File: src/rtl/divider_pkg.sv
// Shared types and constants for the restoring divider.
package divider_pkg;

    localparam int DIV_WIDTH  = 8;
    localparam int ITERATIONS = DIV_WIDTH;

    typedef enum logic [1:0] {
        StIdle = 2'd0,
        StCalc = 2'd1,
        StDone = 2'd2
    } state_e;

endpackage

File: src/rtl/trial_subtractor.sv
// Combinational ripple-borrow subtractor: diff = a - b - bin, bout = borrow out of the MSB.
module trial_subtractor #(
    parameter int WIDTH = 9
) (
    input  logic [WIDTH-1:0] a,
    input  logic [WIDTH-1:0] b,
    input  logic             bin,
    output logic [WIDTH-1:0] diff,
    output logic             bout
);

    // Ripple the borrow from LSB to MSB, one full-subtractor cell per bit.
    always_comb begin
        logic borrow;
        borrow = bin;
        diff   = '0;
        for (int i = 0; i < WIDTH; i++) begin
            diff[i] = a[i] ^ b[i] ^ borrow;
            borrow  = (~a[i] & b[i]) | (~(a[i] ^ b[i]) & borrow);
        end
        bout = borrow;
    end

endmodule

File: src/rtl/restoring_divider.sv
// Sequential unsigned restoring divider, one quotient bit per clock.
// Optional build macro DIVIDER_ZERO_CHECK_EN: a zero divisor completes in one cycle
// and raises DIV_BY_ZERO; without it a zero divisor runs the normal iteration path.
module restoring_divider
    import divider_pkg::*;
#(
    parameter int WIDTH = DIV_WIDTH,
    parameter int CNT_W = $clog2(WIDTH + 1)
) (
    input  logic             CLK,
    input  logic             RST,
    input  logic             START,
    input  logic [WIDTH-1:0] DIVIDEND,
    input  logic [WIDTH-1:0] DIVISOR,
    output logic             BUSY,
    output logic             DONE,
    output logic [WIDTH-1:0] QUOTIENT,
    output logic [WIDTH-1:0] REMAINDER,
    output logic             DIV_BY_ZERO
);

    state_e           state_q;
    logic [WIDTH:0]   p_q;      // partial remainder, one bit wider than the divisor
    logic [WIDTH-1:0] dvd_q;    // dividend shifts out the top, quotient bits shift in the bottom
    logic [WIDTH-1:0] dvs_q;
    logic [CNT_W-1:0] cnt_q;
    logic [WIDTH-1:0] quo_q;
    logic [WIDTH-1:0] rem_q;
    logic             busy_q;
    logic             done_q;

    logic [WIDTH:0]   p_shift;
    logic [WIDTH:0]   trial;
    logic             trial_bout;
    logic             qbit;
    logic [WIDTH:0]   p_next;
    logic             last_iter;

    // Bring down the next dividend bit and pick restore vs. keep.
    always_comb begin
        p_shift   = {p_q[WIDTH-1:0], dvd_q[WIDTH-1]};
        qbit      = ~trial_bout;
        p_next    = trial_bout ? p_shift : trial;
        last_iter = (cnt_q == CNT_W'(WIDTH - 1));
    end

    trial_subtractor #(
        .WIDTH (WIDTH + 1)
    ) u_trial_subtractor (
        .a    (p_shift),
        .b    ({1'b0, dvs_q}),
        .bin  (1'b0),
        .diff (trial),
        .bout (trial_bout)
    );

`ifdef DIVIDER_ZERO_CHECK_EN
    logic dbz_q;
`endif

    // Control FSM with datapath registers and registered outputs.
    always_ff @(posedge CLK) begin
        if (RST) begin
            state_q <= StIdle;
            p_q     <= '0;
            dvd_q   <= '0;
            dvs_q   <= '0;
            cnt_q   <= '0;
            quo_q   <= '0;
            rem_q   <= '0;
            busy_q  <= 1'b0;
            done_q  <= 1'b0;
`ifdef DIVIDER_ZERO_CHECK_EN
            dbz_q   <= 1'b0;
`endif
        end else begin
            done_q <= 1'b0;
            unique case (state_q)
                StIdle, StDone: begin
                    if (START) begin
                        dvd_q <= DIVIDEND;
                        dvs_q <= DIVISOR;
                        p_q   <= '0;
                        cnt_q <= '0;
`ifdef DIVIDER_ZERO_CHECK_EN
                        if (DIVISOR == '0) begin
                            quo_q   <= '1;
                            rem_q   <= DIVIDEND;
                            dbz_q   <= 1'b1;
                            done_q  <= 1'b1;
                            busy_q  <= 1'b0;
                            state_q <= StDone;
                        end else begin
                            busy_q  <= 1'b1;
                            state_q <= StCalc;
                        end
`else
                        busy_q  <= 1'b1;
                        state_q <= StCalc;
`endif
                    end else begin
                        busy_q  <= 1'b0;
                        state_q <= StIdle;
                    end
                end
                StCalc: begin
                    p_q   <= p_next;
                    dvd_q <= {dvd_q[WIDTH-2:0], qbit};
                    cnt_q <= cnt_q + 1'b1;
                    if (last_iter) begin
                        quo_q   <= {dvd_q[WIDTH-2:0], qbit};
                        rem_q   <= p_next[WIDTH-1:0];
`ifdef DIVIDER_ZERO_CHECK_EN
                        dbz_q   <= 1'b0;
`endif
                        done_q  <= 1'b1;
                        busy_q  <= 1'b0;
                        state_q <= StDone;
                    end
                end
                default: begin
                    busy_q  <= 1'b0;
                    state_q <= StIdle;
                end
            endcase
        end
    end

    assign BUSY      = busy_q;
    assign DONE      = done_q;
    assign QUOTIENT  = quo_q;
    assign REMAINDER = rem_q;
`ifdef DIVIDER_ZERO_CHECK_EN
    assign DIV_BY_ZERO = dbz_q;
`else
    assign DIV_BY_ZERO = 1'b0;
`endif

endmodule

File: config.mk
export PLATFORM = sky130hd
export DESIGN_NAME = restoring_divider
export DESIGN_NICKNAME = d
export VERILOG_FILES = /design/src/rtl/divider_pkg.sv /design/src/rtl/trial_subtractor.sv /design/src/rtl/restoring_divider.sv
export SDC_FILE = /design/constraint.sdc
export NUM_CORES = 1
export LEC_CHECK = 0
export CORE_MARGIN = 2
export CORE_UTILIZATION = 49
export CTS_BUF_LIST = sky130_fd_sc_hd__clkbuf_16
export DETAILED_ROUTE_END_ITERATION = 10
export HOLD_SLACK_MARGIN = 0.08
export PLACE_DENSITY = 0.75
export SETUP_SLACK_MARGIN = 0.2
export SYNTH_ARGS = -nofsm -noshare
export SYNTH_HDL_FRONTEND = slang
export SYNTH_SLANG_ARGS = --single-unit
File: constraint.sdc
create_clock -name CLK -period 4.64 [get_ports CLK]
set_input_delay 0.928 -clock CLK [delete_from_list [all_inputs] [get_ports CLK]]
set_output_delay 0.928 -clock CLK [all_outputs]
set_load 0.01 [all_outputs]
Yosys cells after proc, flatten, opt, wreduce, memory -nomap -nowiden

Cells that the tools add are included.

Bits in registers: 48
Output and inout port bits: 19

Eq/ne operators: 5
Bitwise operators: 56
Add/subtract/negate cells: 1
Reductions and logical operators: 7
Multiplexer cells: 14

Operators with widths:

| kind                | number |
|---|---|
| $pmux 8 s2          | 2 |
| $mux 8              | 3 |
| $not 1->1           | 18 |
| $and 1x1->1         | 16 |
| $xor 1x1->1         | 15 |
| $pmux 4 s2          | 1 |
| $or 1x1->1          | 7 |
| $reduce_and 2->1    | 3 |
| $add 4x1->4 const B | 1 |
| $eq 4x3->1 const B  | 1 |
| $mux 1              | 4 |
| $mux 4              | 1 |
| $ne 2x2->1 const B  | 2 |
| $pmux 2 s2          | 1 |
| $reduce_or 2->1     | 2 |
| $eq 2x1->1 const B  | 1 |
| $eq 2x2->1 const B  | 1 |
| $logic_not 2->1     | 1 |
| $mux 2              | 1 |
| $pmux 1 s2          | 1 |
| $reduce_bool 2->1   | 1 |

Depth between registers and ports, before layout

Gate-level depths: netlist of run 1.

Depth in word-level cells: 19
Depth in mapped cells: 15
Gate-level depth less buffers: 14

Hierarchy

From an unflattened synthesis of run 1, not the netlist that was laid out.

Cells, all modules: 214
Area total of the unflattened synthesis: 2099.5 µm²

By module, submodules not included:

| module            | cells each | instances | area an instance (µm²) |
|---|---|---|---|
| restoring_divider | 185        | 1         | 1844.3 |
| trial_subtractor  | 29         | 1         | 255.2 |

Least setup slack after synthesis of run 1

Ideal clock, no wire load.

Kind: reg2reg
Start point: reg dvd_q[7]
End point: reg p_q[0]
Cell stages (with the launch flop): 14
Arrival time: 3.626 ns
Slack: 0.896 ns
Buffers on the path: 0
Clock period less this slack: 3.744 ns
Data required time: 4.523 ns
Cells stage by stage: dfxtp_1 inv_1 ha_1 inv_1 fa_1 fa_1 fa_1 fa_1 fa_1 fa_1 inv_1 fa_1 or3b_1 a32o_1

Cells in the longest elaborated chain, start to end: 19
Elaborated cells on any way between the ends: 20

RTL lines:

| element                  | line                     | RTL |
|---|---|---|
| start: declaration       | restoring_divider.sv:24  | `logic [WIDTH-1:0] dvd_q;` |
| start signal: assignment | restoring_divider.sv:108 | `dvd_q <= {dvd_q[WIDTH-2:0], qbit};` |
| $not 1->1                | trial_subtractor.sv:19   | `borrow = (~a[i] & b[i]) \| (~(a[i] ^ b[i]) & borrow);` |
| $and 1x1->1 (2 in a row) | trial_subtractor.sv:19   |  |
| $or 1x1->1               | trial_subtractor.sv:19   |  |
| $and 1x1->1              | trial_subtractor.sv:19   |  |
| $or 1x1->1               | trial_subtractor.sv:19   |  |
| $and 1x1->1              | trial_subtractor.sv:19   |  |
| $or 1x1->1               | trial_subtractor.sv:19   |  |
| $and 1x1->1              | trial_subtractor.sv:19   |  |
| [... 2 more ...]         | n/a                      |  |
| $or 1x1->1               | trial_subtractor.sv:19   |  |
| $and 1x1->1              | trial_subtractor.sv:19   |  |
| $or 1x1->1               | trial_subtractor.sv:19   |  |
| $and 1x1->1              | trial_subtractor.sv:19   |  |
| $or 1x1->1               | trial_subtractor.sv:19   |  |
| $and 1x1->1              | trial_subtractor.sv:19   |  |
| $mux 8 *                 | restoring_divider.sv:43  | `p_next = trial_bout ? p_shift : trial;` |
| $pmux 8 s2 *             | restoring_divider.sv:78  | `unique case (state_q)` |
| end signal: assignment   | restoring_divider.sv:107 | `p_q <= p_next;` |
| end: declaration         | restoring_divider.sv:23  | `logic [WIDTH:0] p_q;` |

Every way passes the cells marked *; elsewhere a longest branch is shown, timed or not.
A chain may end at the register's enable or synchronous reset.

Worst setup path after layout of run 1

Start point: reg dvd_q[7]
End point: reg rem_q[1], in the netlist REMAINDER[1]

Cells in the longest elaborated chain, start to end: 18
Elaborated cells on any way between the ends: 19

RTL lines:

| element                | line                     | RTL |
|---|---|---|
| $not 1->1 *            | trial_subtractor.sv:19   |  |
| $and 1x1->1 *          | trial_subtractor.sv:19   |  |
| $and 1x1->1            | trial_subtractor.sv:19   |  |
| $or 1x1->1             | trial_subtractor.sv:19   |  |
| $and 1x1->1            | trial_subtractor.sv:19   |  |
| $or 1x1->1             | trial_subtractor.sv:19   |  |
| $and 1x1->1            | trial_subtractor.sv:19   |  |
| $or 1x1->1             | trial_subtractor.sv:19   |  |
| [... 2 more ...]       | n/a                      |  |
| $and 1x1->1            | trial_subtractor.sv:19   |  |
| $or 1x1->1             | trial_subtractor.sv:19   |  |
| $and 1x1->1            | trial_subtractor.sv:19   |  |
| $or 1x1->1             | trial_subtractor.sv:19   |  |
| $and 1x1->1            | trial_subtractor.sv:19   |  |
| $or 1x1->1             | trial_subtractor.sv:19   |  |
| $and 1x1->1            | trial_subtractor.sv:19   |  |
| $mux 8 *               | restoring_divider.sv:43  |  |
| end signal: assignment | restoring_divider.sv:112 | `rem_q <= p_next[WIDTH-1:0];` |
| end: declaration       | restoring_divider.sv:28  | `logic [WIDTH-1:0] rem_q;` |

Marks and branches as above.

==> run summary, run 1 <==
CTS sink cnt: 47
CP Class: flop to flop
DP Worst Slack: 637.3 ps
R2R depth: 14
Die Height: 69.54 µm
VDD IR max: 221.0 µV
routability congestion estimate: 0.8749
antenna diode count: 0
Critical Path Source Type: flop
Final Hold Viols: 0
starting density of the core: 0.5187
Final ANT Viol Nets: 0
Die X: 69.54 µm
internal reg-to-reg setup slack: 620 ps
nets: 282
Mean Syn Cell Area: 9.271 µm²
Leak: 0.9060 nW
setup_tns: 0 ps
overall power: 0.9401 mW
port buffer count: 36
Critical Path End Type: flop
CP Launch Point: dvd_q[7]
post-synthesis sequential area ratio: 0.4471
Synthesized Nets: 255
total CTS buffers: 5
#FFs+latches synth: 47
Worst-Margin Slew: 870.3 ps
ys flop type: dfxtp_1
max-slew violations: 0
CTS root buf: clkbuf_16
first-pass GRT wire length: 7.817 mm
total track usage: 0.1991
Mapped Area: 2105 µm²
Critical Path Slowest Stage Cell: fa_1
Post-Synth Simple-Gate Area: 0.1457
PD cells: 364.6 nW/µm²
Worst R2R End: REMAINDER[1]
CTS tree: built
Hold Path Class: flop to flop
WP depth: 14
WP data arrival: 4220 ps
1st-iter DRT viols: 133
final period utilization: 0.8669
H-tree depth: 2
Synth Area in XOR/XNOR: 0
Top delay family on crit path: adder cells
Mapped Cells: 227
worst-case clock buffer depth: 2
Pre-antenna DRT Iters: 5
DRC Markers: 0
CP dominant cell by count: fa_1
CP max stage delay: 410 ps
Rows: 23
GR Overflow Total: 0
Worst Setup EP: REMAINDER[1]
crit path max fanout: 8
ys async rst share: 0
Max Freq: 248.6 MHz
Worst slew margin: 0.4198
# hold bufs at CTS: 0
clk_skew: 3.874 ps
vias in the first global route: 1650
final setup fails: 0
Vias: 1715
most frequent cells in the layout: dfxtp_1, a21oi_1, clkdlybuf4s50_1, nand2_1, nand3_1
# IOs: 38
pin count of the biggest net entering global routing: 32
Post-Route WL: 4.429 mm
Synth Area in Compound Gates: 0.2128
Filler cells: 336
status: finished clean
Layout area overhead: 22.53%
number of buffers and inverters on the critical path: 3
unique cell type count in the Yosys netlist: 37
multiplexer share of the synthesized area: 0.03924
share of cells above drive strength 1: 0.06275
largest family of logic cells by synthesized area: compound AO/OA/AOI/OAI gates
dpl hpwl: 2.958 mm
Clock Latency Late Sink: 280 ps
post-CTS sizing: 0
placeable core region: 4058 µm²
initial antenna violation count: 0
adder-cell share of the synthesized area: 0.07848
CP cell instances: inv_1 -> ha_1 -> inv_1 -> fa_1 -> fa_1 -> fa_1 -> fa_1 -> fa_1 -> fa_1 -> inv_1 -> fa_1 -> nand2b_1 -> mux2i_1 -> a211oi_1
RSZ-0062 raised after global routing: no
wire per inst: 14.52 µm
min Tclk post-route: 4022 ps
Post-synth EDFFs: 0
Die Area: 4835 µm²
commonest non-fill, non-tap cell in the layout: dfxtp_1
yosys warns: 0
Worst-path clk slew: 60 ps
Post-CTS Setup Inserts: 0
final worst slack: 617.7 ps
CP Data Required Time: 4830 ps
via density per instance: 5.623
max-cap violation count: 0
reg-to-reg startpoint: dvd_q[7]
==> power breakdown <==
group | switching, mW | total [mW] | internal [mW]
Clock | 0.146 | 0.343 | 0.197
Combinational | 0.0910 | 0.161 | 0.0703
Sequential | 0.0155 | 0.436 | 0.421
==> cells in the mapped netlist (2+ instances only) <==
cell type   n  area [µm²]
a211oi_2    2       25.02
nor2_1      6       22.52
buf_4       5       37.54
clkbuf_1    5       18.77
nand3_1    18       90.09
fa_1        7       140.1
nand2_1    18       67.56
a211oi_1    6       45.04
o2111ai_1   2       17.52
o2bb2ai_1   6       52.55
nand2b_1    5       31.28
nor3b_1     2       15.01
buf_6       2       22.52
a22oi_1     8       60.06
nor2b_1     2       12.51
dfxtp_1    47       940.9
a21oi_1    37       185.2
ha_1        2       25.02
o21ai_0     4       20.02
buf_2       6       30.03
mux2i_1     6       60.06
o21ai_1     5       25.02
inv_1      12       45.04
==> worst min-delay path by stage <==
stage	from	end	slack (ps)	depth (start not counted)
after global routing	dvs_q[3]	dvs_q[3]	480	2
final	dvs_q[3]	dvs_q[3]	450	2
after CTS	dvs_q[3]	dvs_q[3]	460	2
after detailed placement	dvs_q[3]	dvs_q[3]	450	2
after global placement	dvs_q[1]	dvs_q[1]	440	2
after floorplan	dvs_q[1]	dvs_q[1]	440	2
==> kinds of logic after synthesis <==
family	Yosys count
muxes	8
other	1
AOI/OAI and AO/OA	72
DFF	47
adders and majority gates	9
buffers and inverters	31
and+or+nand+nor	59
==> stage by stage <==
stage	hold slack, ps	cells	cell area, µm²	util
2_1_floorplan	436.3	227	2105	-
3_3_place_gp	444.7	297	2437	0.6007
3_5_place_dp	449.6	297	2437	0.6007
4_1_cts	457.7	305	2579	0.6355
5_1_grt	478.5	305	2579	0.6355
6_report	453.1	305	2579	0.6355
==> worst register-to-register path, stage by stage (launching register included) <==
cell      delay [ps]
dfxtp_1          320
inv_1             60
ha_1             130
inv_1             40
fa_1             370
fa_1             390
fa_1             410
fa_1             400
fa_1             390
fa_1             370
inv_1             90
fa_1             250
nand2b_1         270
mux2i_1          220
a211oi_1         260
==> registers in the layout, summed over array words and instances, names as in the netlist <==
signal,count
dvs_q,8
QUOTIENT,8
p_q,8
REMAINDER,8
dvd_q,8
BUSY,1
DONE,1
cnt_q,4
state_q,1
==> layer usage <==
layer	track usage	part of all wire	up-vias
met5	0	0	-
met4	0.07843	0.016	0
met3	0.03198	0.043	6
met2	0.3162	0.46	47
met1	0.2716	0.48	810
li1	-	-	852
==> cell type report <==
cell class,count,area [µm²],share of cell area
clock buffer,5,125.1,0.04852
clock inverter,3,16.27,0.006308
inverter,12,45.04,0.01747
multi-input combinational,149,1006,0.3901
sequential,47,940.9,0.3649
tap,50,62.56,0.02426
timing repair buffer,39,382.9,0.1485
No activity file was read; power rests on OpenSTA's default activity.
==> run 2: changes to the inputs <==
--- a/config.mk
+++ b/config.mk
@@ -5,6 +5,7 @@
 export SDC_FILE = /design/constraint.sdc
 export NUM_CORES = 1
 export LEC_CHECK = 0
+export ABC_AREA = 0
 export CORE_MARGIN = 2
 export CORE_UTILIZATION = 49
 export CTS_BUF_LIST = sky130_fd_sc_hd__clkbuf_16
==> results of run 2 <==
Same layout as run 1: the final DEF is identical, and so are final timing and power.
